**src/rtl/exc_sequencer.sv**
```systemverilog
// Multicycle exception sequencer: saves EPC/Cause, fetches the vector byte for the
// winning cause, loads it into PC and hands the datapath back to the control unit.
module exc_sequencer #(
    parameter int          MEM_LATENCY = 2,
    parameter logic [31:0] VEC_OPCODE  = 32'd253,
    parameter logic [31:0] VEC_OVF     = 32'd254,
    parameter logic [31:0] VEC_DIV0    = 32'd255
) (
    input  logic        clock,
    input  logic        reset,
    input  logic        req_opcode,
    input  logic        req_ovf,
    input  logic        req_div0,
    input  logic [31:0] pc,
    input  logic [31:0] mem_data,
    output logic        busy,
    output logic        done,
    output logic        epc_write,
    output logic [31:0] epc_data,
    output logic        cause_write,
    output logic [31:0] cause_data,
    output logic        mem_addr_sel,
    output logic [31:0] mem_addr,
    output logic        pc_write,
    output logic [31:0] pc_data,
    output logic [2:0]  state
);

    typedef enum logic [2:0] {
        S_IDLE = 3'd0,
        S_SAVE = 3'd1,
        S_WAIT = 3'd2,
        S_LOAD = 3'd3,
        S_DONE = 3'd4
    } state_e;

    typedef enum logic [1:0] {
        C_OPCODE = 2'd0,
        C_OVF    = 2'd1,
        C_DIV0   = 2'd2
    } cause_e;

    localparam int CW = (MEM_LATENCY > 1) ? $clog2(MEM_LATENCY) : 1;
    localparam logic [CW-1:0] CNT_LAST = CW'(MEM_LATENCY - 1);

    state_e        state_q, state_d;
    logic [CW-1:0] cnt_q, cnt_d;
    cause_e        cause_q, cause_d;
    logic [31:0]   pc_q, pc_d;
    logic [31:0]   vector;

    // Only the top byte of the fetched word is the vector target.
    logic unused_mem_bits;
    assign unused_mem_bits = ^mem_data[23:0];

    always_comb begin
        case (cause_q)
            C_OPCODE: vector = VEC_OPCODE;
            C_OVF:    vector = VEC_OVF;
            C_DIV0:   vector = VEC_DIV0;
            default:  vector = 32'd0;
        endcase
    end

    always_ff @(posedge clock) begin
        // NOTE: state registers use non-blocking assignments so every flop samples
        // the pre-edge value of its neighbours, independent of statement order.
        if (!reset) begin
            state_q <= S_IDLE;
            cnt_q   <= '0;
            cause_q <= C_OPCODE;
            pc_q    <= 32'd0;
        end else begin
            state_q <= state_d;
            cnt_q   <= cnt_d;
            cause_q <= cause_d;
            pc_q    <= pc_d;
        end
    end

    always_comb begin
        // NOTE: every signal driven here gets a default first, so no path through
        // the case statement can leave one unassigned and infer a latch.
        state_d      = S_IDLE;
        cnt_d        = cnt_q;
        cause_d      = cause_q;
        pc_d         = pc_q;
        busy         = 1'b0;
        done         = 1'b0;
        epc_write    = 1'b0;
        epc_data     = 32'd0;
        cause_write  = 1'b0;
        cause_data   = 32'd0;
        mem_addr_sel = 1'b0;
        mem_addr     = 32'd0;
        pc_write     = 1'b0;
        pc_data      = 32'd0;

        case (state_q)
            S_IDLE: begin
                if (req_opcode || req_ovf || req_div0) begin
                    pc_d    = pc;
                    state_d = S_SAVE;
                    if (req_opcode)   cause_d = C_OPCODE;
                    else if (req_ovf) cause_d = C_OVF;
                    else              cause_d = C_DIV0;
                end
            end
            S_SAVE: begin
                busy        = 1'b1;
                epc_write   = 1'b1;
                epc_data    = pc_q - 32'd4;
                cause_write = 1'b1;
                cause_data  = {30'd0, cause_q};
                cnt_d       = '0;
                state_d     = S_WAIT;
            end
            S_WAIT: begin
                busy         = 1'b1;
                mem_addr_sel = 1'b1;
                mem_addr     = vector;
                if (cnt_q == CNT_LAST) begin
                    state_d = S_LOAD;
                end else begin
                    cnt_d   = cnt_q + 1'b1;
                    state_d = S_WAIT;
                end
            end
            S_LOAD: begin
                busy         = 1'b1;
                mem_addr_sel = 1'b1;
                mem_addr     = vector;
                pc_write     = 1'b1;
                pc_data      = {24'd0, mem_data[31:24]};
                state_d      = S_DONE;
            end
            S_DONE: begin
                busy    = 1'b1;
                done    = 1'b1;
                cnt_d   = '0;
                state_d = S_IDLE;
            end
            default: begin
                cnt_d   = '0;
                cause_d = C_OPCODE;
                pc_d    = 32'd0;
                state_d = S_IDLE;
            end
        endcase
    end

    assign state = state_q;

endmodule

```
**config.mk**
```make
export PLATFORM = sky130hd
export DESIGN_NAME = exc_sequencer
export DESIGN_NICKNAME = d
export VERILOG_FILES = /design/src/rtl/exc_sequencer.sv
export SDC_FILE = /design/constraint.sdc
export NUM_CORES = 1
export LEC_CHECK = 0
export CORE_ASPECT_RATIO = 1.5
export CORE_MARGIN = 1.5
export CORE_UTILIZATION = 33
export DETAILED_ROUTE_END_ITERATION = 12
export PLACE_DENSITY = 0.79
export SYNTH_ARGS = -nofsm -noshare
export SYNTH_HDL_FRONTEND = slang
export SYNTH_SLANG_ARGS = --single-unit
export TNS_END_PERCENT = 1
```
**constraint.sdc**
```tcl
create_clock -name clock -period 2.2 [get_ports clock]
set_clock_uncertainty 0.15 [all_clocks]
set_input_delay 0.22 -clock clock [delete_from_list [all_inputs] [get_ports clock]]
set_output_delay 0.22 -clock clock [all_outputs]
set_load 0.005 [all_outputs]
```
==> results of run 1 <==
==> metal layers <==
layer | GRT usage [%] | wire [um] | share of wire (%) | up-vias
li1 | - | - | - | 1494
met1 | 20.8 | 3270 | 35 | 1484
met2 | 33.7 | 5140 | 55 | 184
met3 | 3.77 | 689 | 7.4 | 19
met4 | 9.05 | 264 | 2.8 | 0
met5 | 0 | 0 | 0 | -
==> area by class of cell <==
cell class | instances | area, um2 | share of cell area [%]
Clock buffer | 7 | 143 | 3.04
Timing Repair Buffer | 183 | 1610 | 34.4
Sequential cell | 38 | 766 | 16.3
Inverter | 10 | 40.0 | 0.853
Multi-Input combinational cell | 306 | 1990 | 42.4
Clock inverter | 1 | 5.00 | 0.107
Tap cell | 110 | 138 | 2.93
==> sequential cells by signal (all words and copies together) (netlist names) <==
signal   cells
cause_q      2
state        3
pc_q        32
cnt_q        1
==> where the power goes <==
part | leakage [nW] | switching (W) | internal (W)
logic | 1.75 | 0.000866 | 0.000921
clock network | 0.0739 | 0.000282 | 0.000449
registers | 0.315 | 0.0000670 | 0.000778
==> worst max-delay path by stage <==
stage | from | endpoint | slack, ps | cells after the start
after detailed placement | pc_q[17] | epc_data[31] | -440 | 5
after CTS | pc_q[17] | epc_data[31] | -410 | 5
after floorplan | pc_q[17] | epc_data[31] | 70 | 5
after global placement | pc_q[17] | epc_data[31] | -410 | 5
after global routing | pc_q[18] | epc_data[29] | -480 | 8
final | pc_q[17] | epc_data[31] | -390 | 5
==> logic make-up (layout without fill, tap and decap cells) <==
family          count (synthesis)  after routing  share of synthesized area, %
simple gates                  142            142                          28.3
buf+inv                       115            201                          25.7
compound gates                 70             70                          15.5
flops                          38             38                          25.1
xor+xnor                        8              8                          2.32
fa+ha+maj                       4              4                          1.65
mux                             4              4                          1.32
other cells                     1             78                         0.124
==> per-stage QoR <==
step                      hold slack [ps]  util [%]  instance area, um2  worst slack [ps]  instances
after CTS                             337      51.9                4610              -410        651
after floorplan                       198         -                3320              65.6        459
final                                 334      52.9                4700              -393        655
after detailed placement              329      48.2                4280              -438        634
after global routing                  350      52.9                4700              -478        655
after global placement                294      48.2                4280              -408        634
==> worst max-delay path: stages (launching register included) <==
cell	delay [ps]
dfxtp_2	330
or4_4	540
or4_4	440
nor4_4	280
mux2i_1	220
buf_2	130
==> cells in the mapped netlist <==
| master | count | share of area (%) |
|---|---|---|
| ha_1 | 4 | 1.7 |
| o41ai_1 | 1 | 0.29 |
| buf_2 | 6 | 0.99 |
| nand4b_1 | 3 | 0.87 |
| nand3b_1 | 2 | 0.50 |
| nor4_1 | 5 | 1.0 |
| dfxtp_1 | 38 | 25 |
| nor3b_2 | 1 | 0.41 |
| a22oi_1 | 31 | 7.7 |
| buf_6 | 3 | 1.1 |
| conb_1 | 1 | 0.12 |
| nor3b_1 | 1 | 0.25 |
| a21oi_1 | 19 | 3.1 |
| inv_1 | 10 | 1.2 |
| nand4_1 | 4 | 0.83 |
| or3_2 | 1 | 0.25 |
| o21ai_0 | 5 | 0.83 |
| xor2_1 | 5 | 1.4 |
| and3_1 | 9 | 1.9 |
| or4_1 | 10 | 2.5 |
| o21a_1 | 2 | 0.50 |
| and2_1 | 4 | 0.83 |
| a32oi_1 | 2 | 0.58 |
| nor3_1 | 6 | 0.99 |
| nand2b_1 | 3 | 0.62 |
| or4_4 | 1 | 0.37 |
| o31ai_1 | 9 | 2.2 |
| nor4_2 | 3 | 1.2 |
| xnor2_1 | 3 | 0.87 |
| nand3_1 | 5 | 0.83 |
| clkbuf_1 | 12 | 1.5 |
| nor4bb_1 | 1 | 0.33 |
| buf_4 | 84 | 21 |
| a31oi_1 | 1 | 0.21 |
| mux2i_1 | 4 | 1.3 |
| and4b_1 | 1 | 0.33 |
| nand2_1 | 14 | 1.7 |
| or3_4 | 1 | 0.37 |
| nor2_1 | 23 | 2.9 |
| nand2b_4 | 1 | 0.45 |
| or3_1 | 4 | 0.83 |
| nor2b_1 | 34 | 7.0 |
| or2_2 | 5 | 1.0 |
==> repair_timing <==
action | in CTS | in global routing
cloned | 0 | 0
endpoints found under the setup margin | 40 | 31
gates resized for setup | 117 | 25
pin swaps | 18 | 7
setup buffers | 9 | 4
==> impl_metrics.ini, run 1 <==
[run_status]
status = complete, but fails checks
violations = negative setup slack

[setup_path]
cp.required_ps = 1830
reg2regPathDepth = 7
worst-path-max-fanout = 2
reg2reg_from = state[2]
r2r-end = pc_q[4]
start_kind = register
crit_path_end_kind = output pin
criticalPathCategory = reg -> out
r2r_slack_ps = 500
worstPathArrival_ps = 2220

[place]
port_buffers = 103
gp_congestion = 0.861
place_hpwl_mm = 6.64

[floorplan]
die-width_um = 81.2
start_util_pct = 34.1
pin_count = 206
die_h_um = 120
core_um2 = 8880
rows = 42
dieArea_um2 = 9770

[global_routing]
grt-ovfl-total = 0
antenna_found_initial = 0
grt_pass1_wl_mm = 14.4
grt_max_degree = 37
grt_pass1_vias = 3021
grt.total_usage_pct = 18.9

[power_and_ir_drop]
ir_drop_uv = 407
power.leakage_nw = 2.14
power.density_nw_per_um2 = 716
power_w = 0.00336

[routing]
via_per_inst = 4.86
first_pass_iters = 5
ant_nets = 0
vias = 3181
drc = 0
drt_iter0_drc = 171
avgRoutedWirePerCell_um = 14.3
drt-total-wl_mm = 9.36

[clock_network]
cts_tree = yes
clk-insertion-delay-late_ps = 280
cts-root-buf = clkbuf_16
cts_buffer_depth = 2
cts_hold_buf = 0
htreeDepth = 2
clock_sinks = 38
clkSlewWorstSetupHoldPaths_ps = 60
cts_buffers = 5

[logic_synthesis]
yosysSeqAreaShare_pct = 25.1
postSynthCellCount = 382
yosys_warnings = 0
synth.avg_cell_area_um2 = 7.92
synth.distinct_cells = 43
synth.ff_latch_count = 38
netlist_area_um2 = 3030

[timing]
finalHoldViolations = 0
maxSlewViolCount = 0
period_share_pct = 118
rsz0062_at_grt = yes
max_clock_freq_mhz = 386
finalSetupViolCount = 19
fin_setup_tns_ps = -4720
finalWorstPathRequiredPeriod_ps = 2590
worst_slack_ps = -393

[cells_and_area]
final_layout_size_suffix_gt1_share_pct = 28.1
fin_nets = 617
nFillCells = 813
layout_commonest_cell = conb_1
num_antenna_cells = 0
final_cell_mix = 78 x conb_1, 70 x buf_4, 68 x clkdlybuf4s50_1
area_delta_synth_final_pct = 55.1

[hold_path]
hold_path_startpoint = cnt_q
min_to = cnt_q
hold_depth = 2
hold_class = reg -> reg

[run]
drv_cap = 0
Note: power is estimated with default switching activity, not from simulation.
==> inputs of run 2 (changes only) <==
--- a/config.mk
+++ b/config.mk
@@ -8,6 +8,8 @@
 export CORE_ASPECT_RATIO = 1.5
 export CORE_MARGIN = 1.5
 export CORE_UTILIZATION = 33
+export CTS_BUF_LIST = sky130_fd_sc_hd__clkbuf_16
+export CTS_CLUSTER_DIAMETER = 30
 export DETAILED_ROUTE_END_ITERATION = 12
 export PLACE_DENSITY = 0.79
 export SYNTH_ARGS = -nofsm -noshare
==> impl_metrics.ini, run 2 (synthesis results as in run 1) <==
[cells_and_area]
area_delta_synth_final_pct = 54.2
largest_reg_flops = 32
max_flop_register = pc_q
num_antenna_cells = 0
final_layout_size_suffix_gt1_share_pct = 26.9
fin_util_pct = 52.6
nFillCells = 821
final_cell_mix = 78 x conb_1, 69 x buf_4, 68 x clkdlybuf4s50_1
fin_nets = 615
layout_commonest_cell = conb_1
fin_cells = 653

[run_status]
violations = negative setup slack
status = complete, but fails checks

[place]
gp_congestion = 0.861
place_hpwl_mm = 6.64
port_buffers = 103
place_inst = 634

[timing]
maxSlewViolCount = 0
finalSetupViolCount = 18
finalHoldViolations = 0
worst_slack_ps = -385
rsz0062_at_grt = yes
max_clock_freq_mhz = 387
period_share_pct = 118
hold_slack_ps = 335
finalWorstPathRequiredPeriod_ps = 2590

[setup_path]
reg2reg_from = state[2]
startpoint = pc_q[17]
r2r_slack_ps = 510
worstPathCellList = or4_4 -> or4_4 -> nor4_4 -> mux2i_1 -> buf_2
reg2regPathDepth = 7
cp_common_cell = or4_4
worstPathArrival_ps = 2220
start_kind = register
worst-path-max-fanout = 2
crit_path_end_kind = output pin
cp_slowest_stage_delay_ps = 530
cp.required_ps = 1830
path_depth = 5
slowest_stage = or4_4
criticalPathCategory = reg -> out
critPathBufInv = 1
r2r-end = pc_q[13]
endpoint = epc_data[31]
cp_top_family = simple AND/OR/NAND/NOR gates

[global_routing]
grt_max_degree = 37
antenna_found_initial = 0
grt-ovfl-total = 0
grt_pass1_vias = 3019
grt_pass1_wl_mm = 14.3
grt.total_usage_pct = 18.9

[clock_network]
cts_buffers = 5
cts-root-buf = clkbuf_16
htreeDepth = 2
clk-insertion-delay-late_ps = 280
clkSlewWorstSetupHoldPaths_ps = 60
cts_buffer_depth = 2
cts_tree = yes
clock_sinks = 38

[floorplan]
die_h_um = 120
rows = 42
start_util_pct = 34.1
pin_count = 206
dieArea_um2 = 9770
die-width_um = 81.2
core_um2 = 8880

[routing]
vias = 3184
ant_nets = 0
drt-total-wl_mm = 9.33
first_pass_iters = 4
via_per_inst = 4.88
avgRoutedWirePerCell_um = 14.3
drc = 0
drt_iter0_drc = 175

[hold_path]
hold_class = reg -> reg

[power_and_ir_drop]
power.density_nw_per_um2 = 708
power.leakage_nw = 2.13
ir_drop_uv = 408

[run]
drv_cap = 0
==> run 2: cell count changes in the layout (fill, tap and decap cells not counted), sizes merged <==
cell           before  now
buf                94   90
clkinv              1    2
inv                10   11
clkbuf              9    7
clkdlybuf4s15       2    4
==> run 2: area by class of cell <==
class,count,area [um2],area share [%]
clock buffers,5,125,2.68
clock inverters,3,12.5,0.268
inverters,10,40.0,0.858
multi-input cells,306,1980,42.4
flip-flops and latches,38,766,16.4
well taps,110,138,2.95
repair buffers,181,1610,34.4
==> run 2: how the worst min path moves through the flow <==
stage	startpoint	endpoint	slack (ps)	depth (start not counted)
3_3_place_gp	cnt_q	cnt_q	290	2
5_1_grt	cnt_q	cnt_q	350	2
4_1_cts	cnt_q	cnt_q	340	2
6_report	cnt_q	cnt_q	340	2
3_5_place_dp	cnt_q	cnt_q	330	2
2_1_floorplan	reset	pc_q[28]	200	1
==> run 2: report_power, final <==
part / internal (W) / switching (W)
Sequential: 0.000778 / 0.0000651
Clock: 0.000410 / 0.000279
Combinational: 0.000910 / 0.000862
Total: 0.00210 / 0.00121
==> run 2: repair_timing <==
| action | 4_1_cts | 5_1_grt |
|---|---|---|
| setup buffers | 8 | 3 |
| pin swaps | 17 | 5 |
| gates resized for setup | 114 | 21 |
| hold endpoints to repair | 0 | 0 |
| endpoints found under the setup margin | 40 | 30 |
| hold buffers | 0 | 0 |
==> run 2: routing by layer <==
| metal | wire [um] | track usage [%] | vias to the layer above |
|---|---|---|---|
| li1 | - | - | 1488 |
| met1 | 3310 | 20.7 | 1490 |
| met2 | 5000 | 33.7 | 184 |
| met3 | 699 | 3.77 | 22 |
| met4 | 319 | 9.05 | 0 |
| met5 | 0 | 0 | - |
==> run 2: per-stage QoR <==
step	instance area, um2	setup WS (ps)	setup TNS (ps)	total power, W
2_1_floorplan	3320	65.6	0	0.00173
3_3_place_gp	4280	-408	-5070	0.00237
3_5_place_dp	4280	-438	-5340	0.00240
4_1_cts	4590	-408	-4740	0.00325
5_1_grt	4670	-443	-6240	0.00350
6_report	4670	-385	-4630	0.00330
==> run 2: worst register-to-register path: stages, from the launching register on <==
cell and delay [ps]:
dfxtp_1 310, buf_4 150, nor3_1 180, buf_4 170
and2_1 190, buf_12 210, a22oi_1 130, nor2b_1 130
